--- src/rtl/tlb_lookup_arbiter.sv ---
// Arbitrates one shared combinational TLB lookup unit between the fetch and
// memory translation requesters, one transaction in flight at a time.

package tlb_lookup_pkg;
    typedef logic [31:0] virt_t;
    typedef logic [31:0] phy_t;
    typedef logic [1:0]  mat_t;
    typedef logic [5:0]  esubcode_ecode_t;

    localparam esubcode_ecode_t ECODE_PIF = 6'h03;
    localparam esubcode_ecode_t ECODE_PME = 6'h04;

    typedef enum logic [1:0] {
        LOOKUP_FETCH = 2'd0,
        LOOKUP_LOAD  = 2'd1,
        LOOKUP_STORE = 2'd2
    } tlb_lookup_type_t;
endpackage

module tlb_lookup_arbiter
    import tlb_lookup_pkg::*;
#(
    parameter int unsigned STARVE_LIMIT = 4
) (
    input  logic             clk,
    input  logic             rst_n,

    input  logic             if_req_valid,
    output logic             if_req_ready,
    input  virt_t            if_va,
    input  logic             if_flush,
    output logic             if_rsp_valid,
    input  logic             if_rsp_ready,
    output phy_t             if_rsp_pa,
    output mat_t             if_rsp_mat,
    output esubcode_ecode_t  if_rsp_ecode,
    output logic             if_rsp_is_exc,

    input  logic             mem_req_valid,
    output logic             mem_req_ready,
    input  virt_t            mem_va,
    input  tlb_lookup_type_t mem_type,
    output logic             mem_rsp_valid,
    input  logic             mem_rsp_ready,
    output phy_t             mem_rsp_pa,
    output mat_t             mem_rsp_mat,
    output esubcode_ecode_t  mem_rsp_ecode,
    output logic             mem_rsp_is_exc,

    output virt_t            lk_va,
    output tlb_lookup_type_t lk_type,
    input  phy_t             lk_pa,
    input  mat_t             lk_mat,
    input  esubcode_ecode_t  lk_ecode,
    input  logic             lk_is_exc,

    input  logic             tlb_busy,
    output logic             arb_idle
);

    typedef enum logic [1:0] {
        IDLE   = 2'd0,
        LOOKUP = 2'd1,
        RESP   = 2'd2
    } state_t;

    localparam logic [3:0] LIMIT = 4'(STARVE_LIMIT);

    state_t           state;
    logic [3:0]       starve_cnt;
    virt_t            va_q;
    tlb_lookup_type_t type_q;
    logic             owner_mem;

    logic fetch_ok;
    logic can_grant;
    logic grant_fetch;
    logic grant_mem;
    logic accept_fetch;
    logic accept_mem;

    // NOTE: ready is a combinational decode of registered state, so it is
    // also gated by rst_n to stay low while reset is held.
    assign fetch_ok     = if_req_valid & ~if_flush;
    assign can_grant    = rst_n & ~tlb_busy & (state == IDLE);
    assign grant_fetch  = fetch_ok & (~mem_req_valid | (starve_cnt == LIMIT));
    assign grant_mem    = mem_req_valid & ~grant_fetch;
    assign if_req_ready = can_grant & grant_fetch;
    assign mem_req_ready = can_grant & grant_mem;
    assign accept_fetch = if_req_valid & if_req_ready;
    assign accept_mem   = mem_req_valid & mem_req_ready;

    assign lk_va    = va_q;
    assign lk_type  = type_q;
    assign arb_idle = (state == IDLE);

    // NOTE: all state, including response payload, uses non-blocking
    // assignments under a synchronous reset so every flop clears on the edge.
    always_ff @(posedge clk) begin
        if (!rst_n) begin
            state          <= IDLE;
            starve_cnt     <= '0;
            va_q           <= '0;
            type_q         <= LOOKUP_FETCH;
            owner_mem      <= 1'b0;
            if_rsp_valid   <= 1'b0;
            if_rsp_pa      <= '0;
            if_rsp_mat     <= '0;
            if_rsp_ecode   <= '0;
            if_rsp_is_exc  <= 1'b0;
            mem_rsp_valid  <= 1'b0;
            mem_rsp_pa     <= '0;
            mem_rsp_mat    <= '0;
            mem_rsp_ecode  <= '0;
            mem_rsp_is_exc <= 1'b0;
        end else begin
            case (state)
                IDLE: begin
                    if (accept_fetch) begin
                        va_q       <= if_va;
                        type_q     <= LOOKUP_FETCH;
                        owner_mem  <= 1'b0;
                        starve_cnt <= '0;
                        state      <= LOOKUP;
                    end else if (accept_mem) begin
                        va_q      <= mem_va;
                        type_q    <= mem_type;
                        owner_mem <= 1'b1;
                        // Only a win over a waiting, grantable fetch counts as starvation.
                        if (fetch_ok && (starve_cnt != LIMIT))
                            starve_cnt <= starve_cnt + 4'd1;
                        state <= LOOKUP;
                    end
                end
                LOOKUP: begin
                    if (owner_mem) begin
                        mem_rsp_pa     <= lk_pa;
                        mem_rsp_mat    <= lk_mat;
                        mem_rsp_ecode  <= lk_ecode;
                        mem_rsp_is_exc <= lk_is_exc;
                        mem_rsp_valid  <= 1'b1;
                        state          <= RESP;
                    end else if (if_flush) begin
                        state <= IDLE;
                    end else begin
                        if_rsp_pa     <= lk_pa;
                        if_rsp_mat    <= lk_mat;
                        if_rsp_ecode  <= lk_ecode;
                        if_rsp_is_exc <= lk_is_exc;
                        if_rsp_valid  <= 1'b1;
                        state         <= RESP;
                    end
                end
                RESP: begin
                    if (owner_mem) begin
                        if (mem_rsp_ready) begin
                            mem_rsp_valid <= 1'b0;
                            state         <= IDLE;
                        end
                    end else if (if_flush || if_rsp_ready) begin
                        if_rsp_valid <= 1'b0;
                        state        <= IDLE;
                    end
                end
                default: state <= IDLE;
            endcase
        end
    end

endmodule

--- config.mk ---
export PLATFORM = sky130hd
export DESIGN_NAME = tlb_lookup_arbiter
export DESIGN_NICKNAME = d
export VERILOG_FILES = /design/src/rtl/tlb_lookup_arbiter.sv
export SDC_FILE = /design/constraint.sdc
export NUM_CORES = 1
export LEC_CHECK = 0
export BUFFER_PORTS_ARGS = -buffer_cell sky130_fd_sc_hd__buf_2
export CORE_UTILIZATION = 47
export DETAILED_ROUTE_END_ITERATION = 8
export PLACE_DENSITY = 0.81
export SYNTH_ARGS = -nofsm -noshare
export SYNTH_HDL_FRONTEND = slang
export SYNTH_SLANG_ARGS = --single-unit
export TNS_END_PERCENT = 50
--- constraint.sdc ---
create_clock -name clk -period 2.3 [get_ports clk]
set_clock_uncertainty 0.05 [all_clocks]
set_input_delay 0.345 -clock clk [delete_from_list [all_inputs] [get_ports clk]]
set_output_delay 0.345 -clock clk [all_outputs]
set_load 0.03 [all_outputs]
# == After elaboration in Yosys (flattened, before gate mapping) ==
# Cells that the tools add are included.
# word_totals
ff_bits,125
latchBits,0
ramBits,0
romBits,0
in_bits,115
word_cells,84
memories,0
# classes
add_sub_neg,1
multipliers,0
div,0
magnitude_cmp,0
eq_ne,14
shifts,0
muxes,26
bitwise_logic,15
n_reduce_logical,13
# ops
cell,n
$mux 32,2
$mux 2,9
$ne 2x2->1 const B,7
$mux 4,3
$and 1x1->1,9
$mux 1,9
$reduce_and 3->1,3
$ne 3x3->1 const B,2
$pmux 2 s3,1
$reduce_bool 2->1,3
$not 1->1,5
$reduce_and 5->1,1
$add 4x1->4 const B,1
$eq 4x3->1 const B,1
$ne 4x3->1 const B,1
$pmux 1 s2,2
$reduce_and 2->1,2
$reduce_and 4->1,1
$ne 3x1->1 const B,1
$eq 2x1->1 const B,1
$eq 2x2->1 const B,1
$logic_not 2->1,1
$logic_and 1x1->1,1
$logic_or 1x1->1,1
$or 1x1->1,1

# == Logic depth before layout (Yosys ltp) ==
# Gate-level depths: netlist (run 1).
# logic_depth
word_depth,10
depth_mapped,6
ltp_nobuf,6

# == Least setup slack after synthesis (run 1) ==
# Ideal clock, no wire load.
# synth_timing
path_kind,reg-to-output
from,register state[1]
to,output mem_req_ready
arrival_time_ns,1.529
required_time_ns,1.905
slack_ns,0.376
stages_incl_launch_ff,6
n_path_buf,2
path_cell_list,dfxtp_1 -> clkbuf_1 -> nor4b_4 -> buf_2 -> o211ai_1 -> inv_1
# synth_between
elab_chain_cells,3
# synth_lines
element,line_no,text
from (decl),69,state_t state;
from (signal assigned),101,state <= IDLE;
from (signal assigned),124,state <= LOOKUP;
from (signal assigned),132,state <= LOOKUP;
$logic_not 2->1,85,assign can_grant = rst_n & ~tlb_busy & (state == IDLE);
$and 1x1->1,85,
$and 1x1->1,89,assign mem_req_ready = can_grant & grant_mem;
to (decl),40,"output logic mem_req_ready,"
# No other way between the ends.

# == Worst setup path in the final report (run 1) ==
# layout_timing
from,register state[0]
to,output if_req_ready
# layout_between
elab_chain_cells,3
# layout_lines
element,line_no,text
$logic_not 2->1,85,
$and 1x1->1,85,
$and 1x1->1,88,assign if_req_ready = can_grant & grant_fetch;
to (decl),29,"output logic if_req_ready,"
# No other way between the ends.

==> results of run 1 <==
==> critical path, delay by kind of cell, from the launching register on <==
kind | cells | cell delay, ns
compound gates | 1 | 0.26
buf+inv | 2 | 0.23
flops | 1 | 0.31
simple gates | 1 | 0.53
==> state kept, by name (all words and copies together) (netlist names) <==
signal,flops
mem_rsp_is_exc,1
mem_rsp_valid,1
mem_rsp_mat,2
state,2
lk_type,2
if_rsp_pa,32
starve_cnt,4
if_rsp_is_exc,1
if_rsp_ecode,6
mem_rsp_pa,32
mem_rsp_ecode,6
if_rsp_mat,2
owner_mem,1
lk_va,32
if_rsp_valid,1
==> logic make-up (layout without fill, tap and decap cells) <==
group,Yosys count,in the layout,share of synthesized area
compound gates,197,197,0.250
flops,125,125,0.496
simple gates,223,223,0.193
fa+ha+maj,2,2,0.00496
buf+inv,74,303,0.0563
==> metrics by stage <==
| stage | setup WS (ns) | cells | instance area, um2 | setup TNS, ns | power [W] |
|---|---|---|---|---|---|
| 2_1_floorplan | 0.376 | 621 | 5050 | 0 | 0.00261 |
| 3_3_place_gp | 0.123 | 950 | 6340 | 0 | 0.00283 |
| 3_5_place_dp | -0.0132 | 950 | 6340 | -0.0233 | 0.00285 |
| 4_1_cts | -0.00753 | 983 | 6960 | -0.00753 | 0.00557 |
| 5_1_grt | -0.0218 | 986 | 7000 | -0.0218 | 0.00572 |
| 6_report | 0.0655 | 986 | 7000 | 0 | 0.00554 |
==> routing by layer <==
| metal | track usage | vias up | part of all wire |
|---|---|---|---|
| li1 | - | 2642 | - |
| met1 | 0.324 | 2579 | 0.39 |
| met2 | 0.479 | 302 | 0.51 |
| met3 | 0.0699 | 13 | 0.089 |
| met4 | 0.108 | 0 | 0.012 |
| met5 | 0 | - | 0 |
==> layout by cell type, fill, tap and decap left out, types with 3 or more instances in the layout <==
cell                        synthesis  final
sky130_fd_sc_hd__a2111oi_0         32     32
sky130_fd_sc_hd__a211oi_1           4      4
sky130_fd_sc_hd__a21oi_1           85     85
sky130_fd_sc_hd__a311oi_1          32     32
sky130_fd_sc_hd__buf_2              5    233
sky130_fd_sc_hd__buf_4              0     27
sky130_fd_sc_hd__bufinv_16          0      4
sky130_fd_sc_hd__clkbuf_16          0     16
sky130_fd_sc_hd__clkinv_2           0      4
sky130_fd_sc_hd__dfxtp_1          125    124
sky130_fd_sc_hd__inv_1              9      8
sky130_fd_sc_hd__nand2_1          168    168
sky130_fd_sc_hd__nand3_1           35     35
sky130_fd_sc_hd__nand3b_1           3      3
sky130_fd_sc_hd__nor2_1             3      3
sky130_fd_sc_hd__o21ai_0           36     36
==> Yosys cell counts, drive strengths merged <==
library cell	count
buf	6
or4b	2
nor3b	1
o31ai	2
inv	9
a2111oi	32
a211o	1
and3b	1
nor2	3
a211oi	5
nand2b	1
nor3	1
nor4b	4
a311oi	32
nor2b	2
o22ai	2
ha	2
or4	2
o211ai	1
dfxtp	125
nand3	35
clkbuf	59
o21bai	1
o21ai	36
nand2	168
nand3b	3
a21oi	85
==> layout make-up <==
type                       instances  share of cell area
timing repair buffer             263               0.202
inverter                           9             0.00501
multi-input combinational        422               0.325
clock inverter                    11              0.0240
sequential                       125               0.358
tap                              136              0.0243
clock buffer                      20              0.0622
==> power by group through the flow <==
stage,clock network [W],registers (W),logic (W)
4_1_cts,0.00276,0.00226,0.000544
2_1_floorplan,0,0.00241,0.000201
3_3_place_gp,0,0.00230,0.000529
6_report,0.00273,0.00226,0.000550
5_1_grt,0.00287,0.00227,0.000592
3_5_place_dp,0,0.00231,0.000540
==> worst paths after layout <==
kind                                   endpoint          start  cells past startpoint
worst max-delay path               if_req_ready       state[0]                      4
worst max register to register         lk_va[9]       state[0]                      5
worst min-delay path            if_rsp_ecode[5]    lk_ecode[5]                      3
worst min register to register    if_rsp_pa[19]  if_rsp_pa[19]                      2
==> timing repair <==
item                       in CTS  in global routing
pin swaps                       2                  1
cloned                          0                  0
setup buffers                   2                  3
resized for setup               2                  5
setup endpoints to repair       2                  2
==> metrics.md, run 1 <==
| Metric | Value |
|---|---|
| Result of the run | completed |
| Worst setup EP type | output port |
| CTS tree | built |
| Count of routing violations after the opening detailed-route iteration | around 610 |
| Routed wire length per instance | roughly 16 um |
| Fraction of post-synthesis cell area in the top cell type by area | 0.496 |
| Avg Cell Area, Syn | 8.13 um2 |
| Maximum number of buffers from clock root to sink | 2 |
| Critical Path Fanout Max | 2 |
| Worst-skew pair later-pin latency | 0.50 ns |
| Half-perimeter wire length of the detailed placement result | roughly 11 mm |
| CTS clk-pin slew, worst paths | ~0.060 ns |
| Post-layout utilization of the core | 0.675 |
| Class of the worst hold path | input pin to flop |
| Proportion of layout cells with a drive suffix above 1 | 0.353 |
| Vertical die dimension | 106 um |
| Final hold violation count | 0 |
| Count of max-cap constraint violations | 0 |
| Cell with the biggest individual delay on the critical path | sky130_fd_sc_hd__or4b_4 |
| First-pass iteration count of the detailed router | 5 |
| Initial antenna violation count | 0 |
| Launching element type of the critical path | flop |
| Count of unresolved DRC violations after routing | 0 |
| Area inside the core boundary | just over 10000 um2 |
| Proportion of power drawn by flip-flops and latches | 0.408 |
| Site Rows | 37 |
| Storage element area | 2500 um2 |
| Fmax | about 450 MHz |
| Power per cell area | 793 nW/um2 |
| Required time at the worst-slack endpoint | ~1.9 ns |
| Horizontal die dimension | approximately 110 um |
| Starting Density | 0.487 |
| GRT Total Usage | 0.275 |
| Fillcell total | 849 |
| Max Slew Vio Count | 0 |
| Area growth syn-to-layout | 38.6% |
| Number of levels the H-tree was split into | 4 |
| Clock root buffer master | sky130_fd_sc_hd__clkbuf_8 |
| Synth warn | 0 |
| Synthesis-stage register bit count | approximately 130 |
| Sequential element share of the synthesized area | 0.496 |
| Highest ir drop seen on vdd | between 500 and 600 uV |
| Top cells by area, synth | sky130_fd_sc_hd__dfxtp_1, sky130_fd_sc_hd__nand2_1, sky130_fd_sc_hd__a21oi_1, sky130_fd_sc_hd__a2111oi_0, sky130_fd_sc_hd__a311oi_1 |
| Final #Nets | roughly 960 |
| Number of nets in the synthesized netlist | between 700 and 800 |
| Number of buffers inserted during clock tree synthesis | 17 |
| Vias in the first global route | roughly 5.2k |
| Hold-fix buffers at CTS | 0 |
| Final critical-path share of the clock period | 0.972 |
| Via count | 5536 |
| Via density per instance | around 5.6 |
| Port Buf Inserts | between 200 and 250 |
| Synth cell types | 33 |
| Clock power frac | 0.493 |
| Number of antenna cells inserted | 0 |
| Global placement routability congestion | between 0.7 and 0.8 |
| Largest stage delay on the critical path | 0.53 ns |
| Cell Int Power | roughly 0.0042 W |
| Total global routing overflow | 0 |
| Cells after synthesis | around 620 |
| Gate power share | 0.099 |
| Clock sink count | approximately 130 |
| Global-route wire length before repair | approximately 25 mm |
| Power dissipated by switching net loads | between 0.001 and 0.0015 W |
| Full die area | approximately 11000 um2 |
| Netlist area before placement | approximately 5000 um2 |
| Cell-by-cell trace of the critical path | or4b_4, a211o_1, inv_1, buf_6 |
| Total Wirelength | approximately 16 mm |
| Post-synth top area cell | sky130_fd_sc_hd__dfxtp_1 |
| Leak | ~3 nW |
| Largest net degree at the start of global routing | 58 |
| # IOs | 236 |
| Minimum clock period after layout | roughly 2.2 ns |
| Multi-input combinational cell area | about 2300 um2 |
| Final count of negative-setup-slack endpoints | 0 |
| Slew of the pin with the lowest slew margin | 0.535 ns |
| Setup CP Type | flop to output port |
| Remaining max-slew budget at the tightest pin | 0.634 |
| Register-to-register setup slack | ~0.23 ns |
| Antenna-violating nets left | 0 |
| Switching share of power | 0.243 |
| Critical Path AT | ~1.8 ns |
| Final hold slack | between 0.03 and 0.04 ns |
No activity file was read; power rests on OpenSTA's default activity.
==> inputs of run 2 (changes only) <==
PLACE_DENSITY = 0.88   (was 0.81)
==> metrics.md, run 2 (synthesis gave the netlist of run 1 again) <==
| Metric | Value |
|---|---|
| Routed wire length per instance | 15.0 um (was 15.8 um) |
| Clock sink count | 125 (unchanged) |
| First-pass iteration count of the detailed router | 5 (unchanged) |
| Count of max-cap constraint violations | 0 (unchanged) |
| Via density per instance | 5.53 (was 5.61) |
| Number of levels the H-tree was split into | 4 (unchanged) |
| Inst Count DP | 950 (unchanged) |
| Total Wirelength | 14.8 mm (was 15.6 mm) |
| Minimum clock period after layout | 2.24 ns (was 2.23 ns) |
| Site Rows | 37 (unchanged) |
| Slew of the pin with the lowest slew margin | 0.822 ns (was 0.535 ns) |
| Required time at the worst-slack endpoint | 1.90 ns (about the same) |
| Detail Route met2 WL | 7.11 mm (was 7.88 mm) |
| Worst-skew pair later-pin latency | 0.49 ns (was 0.50 ns) |
| Vertical die dimension | 106 um (unchanged) |
| Highest ir drop seen on vdd | 457 uV (was 503 uV) |
| Remaining max-slew budget at the tightest pin | 0.452 (was 0.634) |
| Final count of negative-setup-slack endpoints | 0 (unchanged) |
| Leak | 2.97 nW (was 2.94 nW) |
| CTS clk-pin slew, worst paths | 0.06 ns (about the same) |
| Final hold violation count | 0 (unchanged) |
| Launching element type of the critical path | flop (unchanged) |
| Count of unresolved DRC violations after routing | 0 (unchanged) |
| Critical Path Fanout Max | 2 (unchanged) |
| Number of buffers inserted during clock tree synthesis | 17 (unchanged) |
| Max Slew Vio Count | 0 (unchanged) |
| Global-route wire length before repair | 23.8 mm (was 24.6 mm) |
| Leading cell type in the layout, fill and taps excluded | sky130_fd_sc_hd__buf_2 (unchanged) |
| Antenna-violating nets left | 0 (unchanged) |
| Commonest non-fill, non-tap cells in the layout | sky130_fd_sc_hd__buf_2, sky130_fd_sc_hd__nand2_1, sky130_fd_sc_hd__dfxtp_1 (unchanged) |
| Count of routing violations after the opening detailed-route iteration | 404 (was 606) |
| Final #Nets | 957 (was 955) |
| Proportion of layout cells with a drive suffix above 1 | 0.361 (was 0.353) |
| Via count | 5472 (was 5536) |
| Critical Path AT | 1.84 ns (about the same) |
| Final critical-path share of the clock period | 0.974 (was 0.972) |
| Area inside the core boundary | 10400 um2 (unchanged) |
| Result of the run | completed (unchanged) |
| Detail Route met3 WL | 1.34 mm (was 1.38 mm) |
| CTS tree | built (unchanged) |
| Vias in the first global route | 5039 (was 5214) |
| Port Buf Inserts | 235 (unchanged) |
| Area growth syn-to-layout | 40.2% (was 38.6%) |
| Largest stage delay on the critical path | 0.53 ns (about the same) |
| Hold-fix buffers at CTS | 0 (unchanged) |
| Maximum number of buffers from clock root to sink | 2 (unchanged) |
| Global placement routability congestion | 0.799 (was 0.769) |
| Total global routing overflow | 0 (unchanged) |
| Number of standard cells in the final layout excluding fillers | 989 (was 986) |
| Largest net degree at the start of global routing | 81 (was 58) |
| Setup CP Type | flop to output port (unchanged) |
| Cell with the biggest individual delay on the critical path | sky130_fd_sc_hd__or4b_4 (unchanged) |
| Starting Density | 0.487 (unchanged) |
| Clock root buffer master | sky130_fd_sc_hd__clkbuf_8 (unchanged) |
| # IOs | 236 (unchanged) |
| Metal1 wirelength | 6.17 mm (was 6.15 mm) |
| Number of antenna cells inserted | 0 (unchanged) |
| Half-perimeter wire length of the detailed placement result | 9.85 mm (was 10.5 mm) |
| Initial antenna violation count | 0 (unchanged) |
| Full die area | 11200 um2 (unchanged) |
| Fmax | 447 MHz (was 448 MHz) |
| Cell-by-cell trace of the critical path | or4b_4, a211o_1, inv_2, buf_6 (was or4b_4, a211o_1, inv_1, buf_6) |
| Uppermost routed layer | met4 (unchanged) |
| Power per cell area | 811 nW/um2 (was 793 nW/um2) |
| Class of the worst hold path | input pin to flop (unchanged) |
| Fillcell total | 850 (was 849) |
| GRT Total Usage | 0.261 (was 0.275) |
| Horizontal die dimension | 106 um (unchanged) |
| Worst setup EP type | output port (unchanged) |
| Final hold slack | 0.0510 ns (was 0.0308 ns) |
[run 2: path summary, 6_finish.rpt]
kind,from,endpoint,slack [ns],cells past startpoint
hold / removal,lk_pa[15],mem_rsp_pa[15],0.05,3
hold reg to reg,mem_rsp_ecode[0],mem_rsp_ecode[0],0.40,2
setup / recovery,state[0],if_req_ready,0.06,4
setup reg to reg,state[0],starve_cnt[3],0.30,5
[run 2: critical path: cells and delay by family, from the launching register on]
| kind | cells | cell delay (ns) |
|---|---|---|
| AND/OR/NAND/NOR | 1 | 0.53 |
| buffers and inverters | 2 | 0.24 |
| flip-flops | 1 | 0.31 |
| AO/OA/AOI/OAI | 1 | 0.27 |
[run 2: layout make-up]
cell class | instances | area (um2) | area share
tap | 136 | 170 | 0.0240
sequential | 125 | 2500 | 0.354
multi-input combinational | 422 | 2270 | 0.321
clock buffer | 18 | 418 | 0.0591
inverter | 9 | 35.0 | 0.00495
clock inverter | 14 | 230 | 0.0325
timing repair buffer | 265 | 1440 | 0.204
[run 2: per-layer routing]
layer / global-route usage / vias to the layer above
met2: 0.444 / 280
met3: 0.0742 / 15
met1: 0.323 / 2518
met5: 0 / -
li1: - / 2659
met4: 0.0754 / 0
[run 2: metrics by stage]
stage	utilization	TNS [ns]	instance area, um2	setup WS [ns]	power, W
global placement	0.612	0	6350	0.0873	0.00284
global route	0.682	-0.00342	7080	-0.00342	0.00594
CTS	0.678	0	7030	0.00709	0.00578
floorplan	-	0	5050	0.376	0.00261
finish	0.682	0	7080	0.0604	0.00574
detailed placement	0.612	0	6350	0.0662	0.00285
[run 2: timing repair]
action / 4_1_cts / 5_1_grt
resized for setup: 7 / 4
pin swaps: 2 / 1
endpoints found under the setup margin: 2 / 1
setup buffers: 2 / 5
[run 2: report_power, final]
part           leakage (nW)  switching (W)  internal [W]
sequential             1.01      0.0000326       0.00223
combinational          1.65       0.000357      0.000195
clock                 0.313        0.00103       0.00190
total                  2.97        0.00142       0.00432
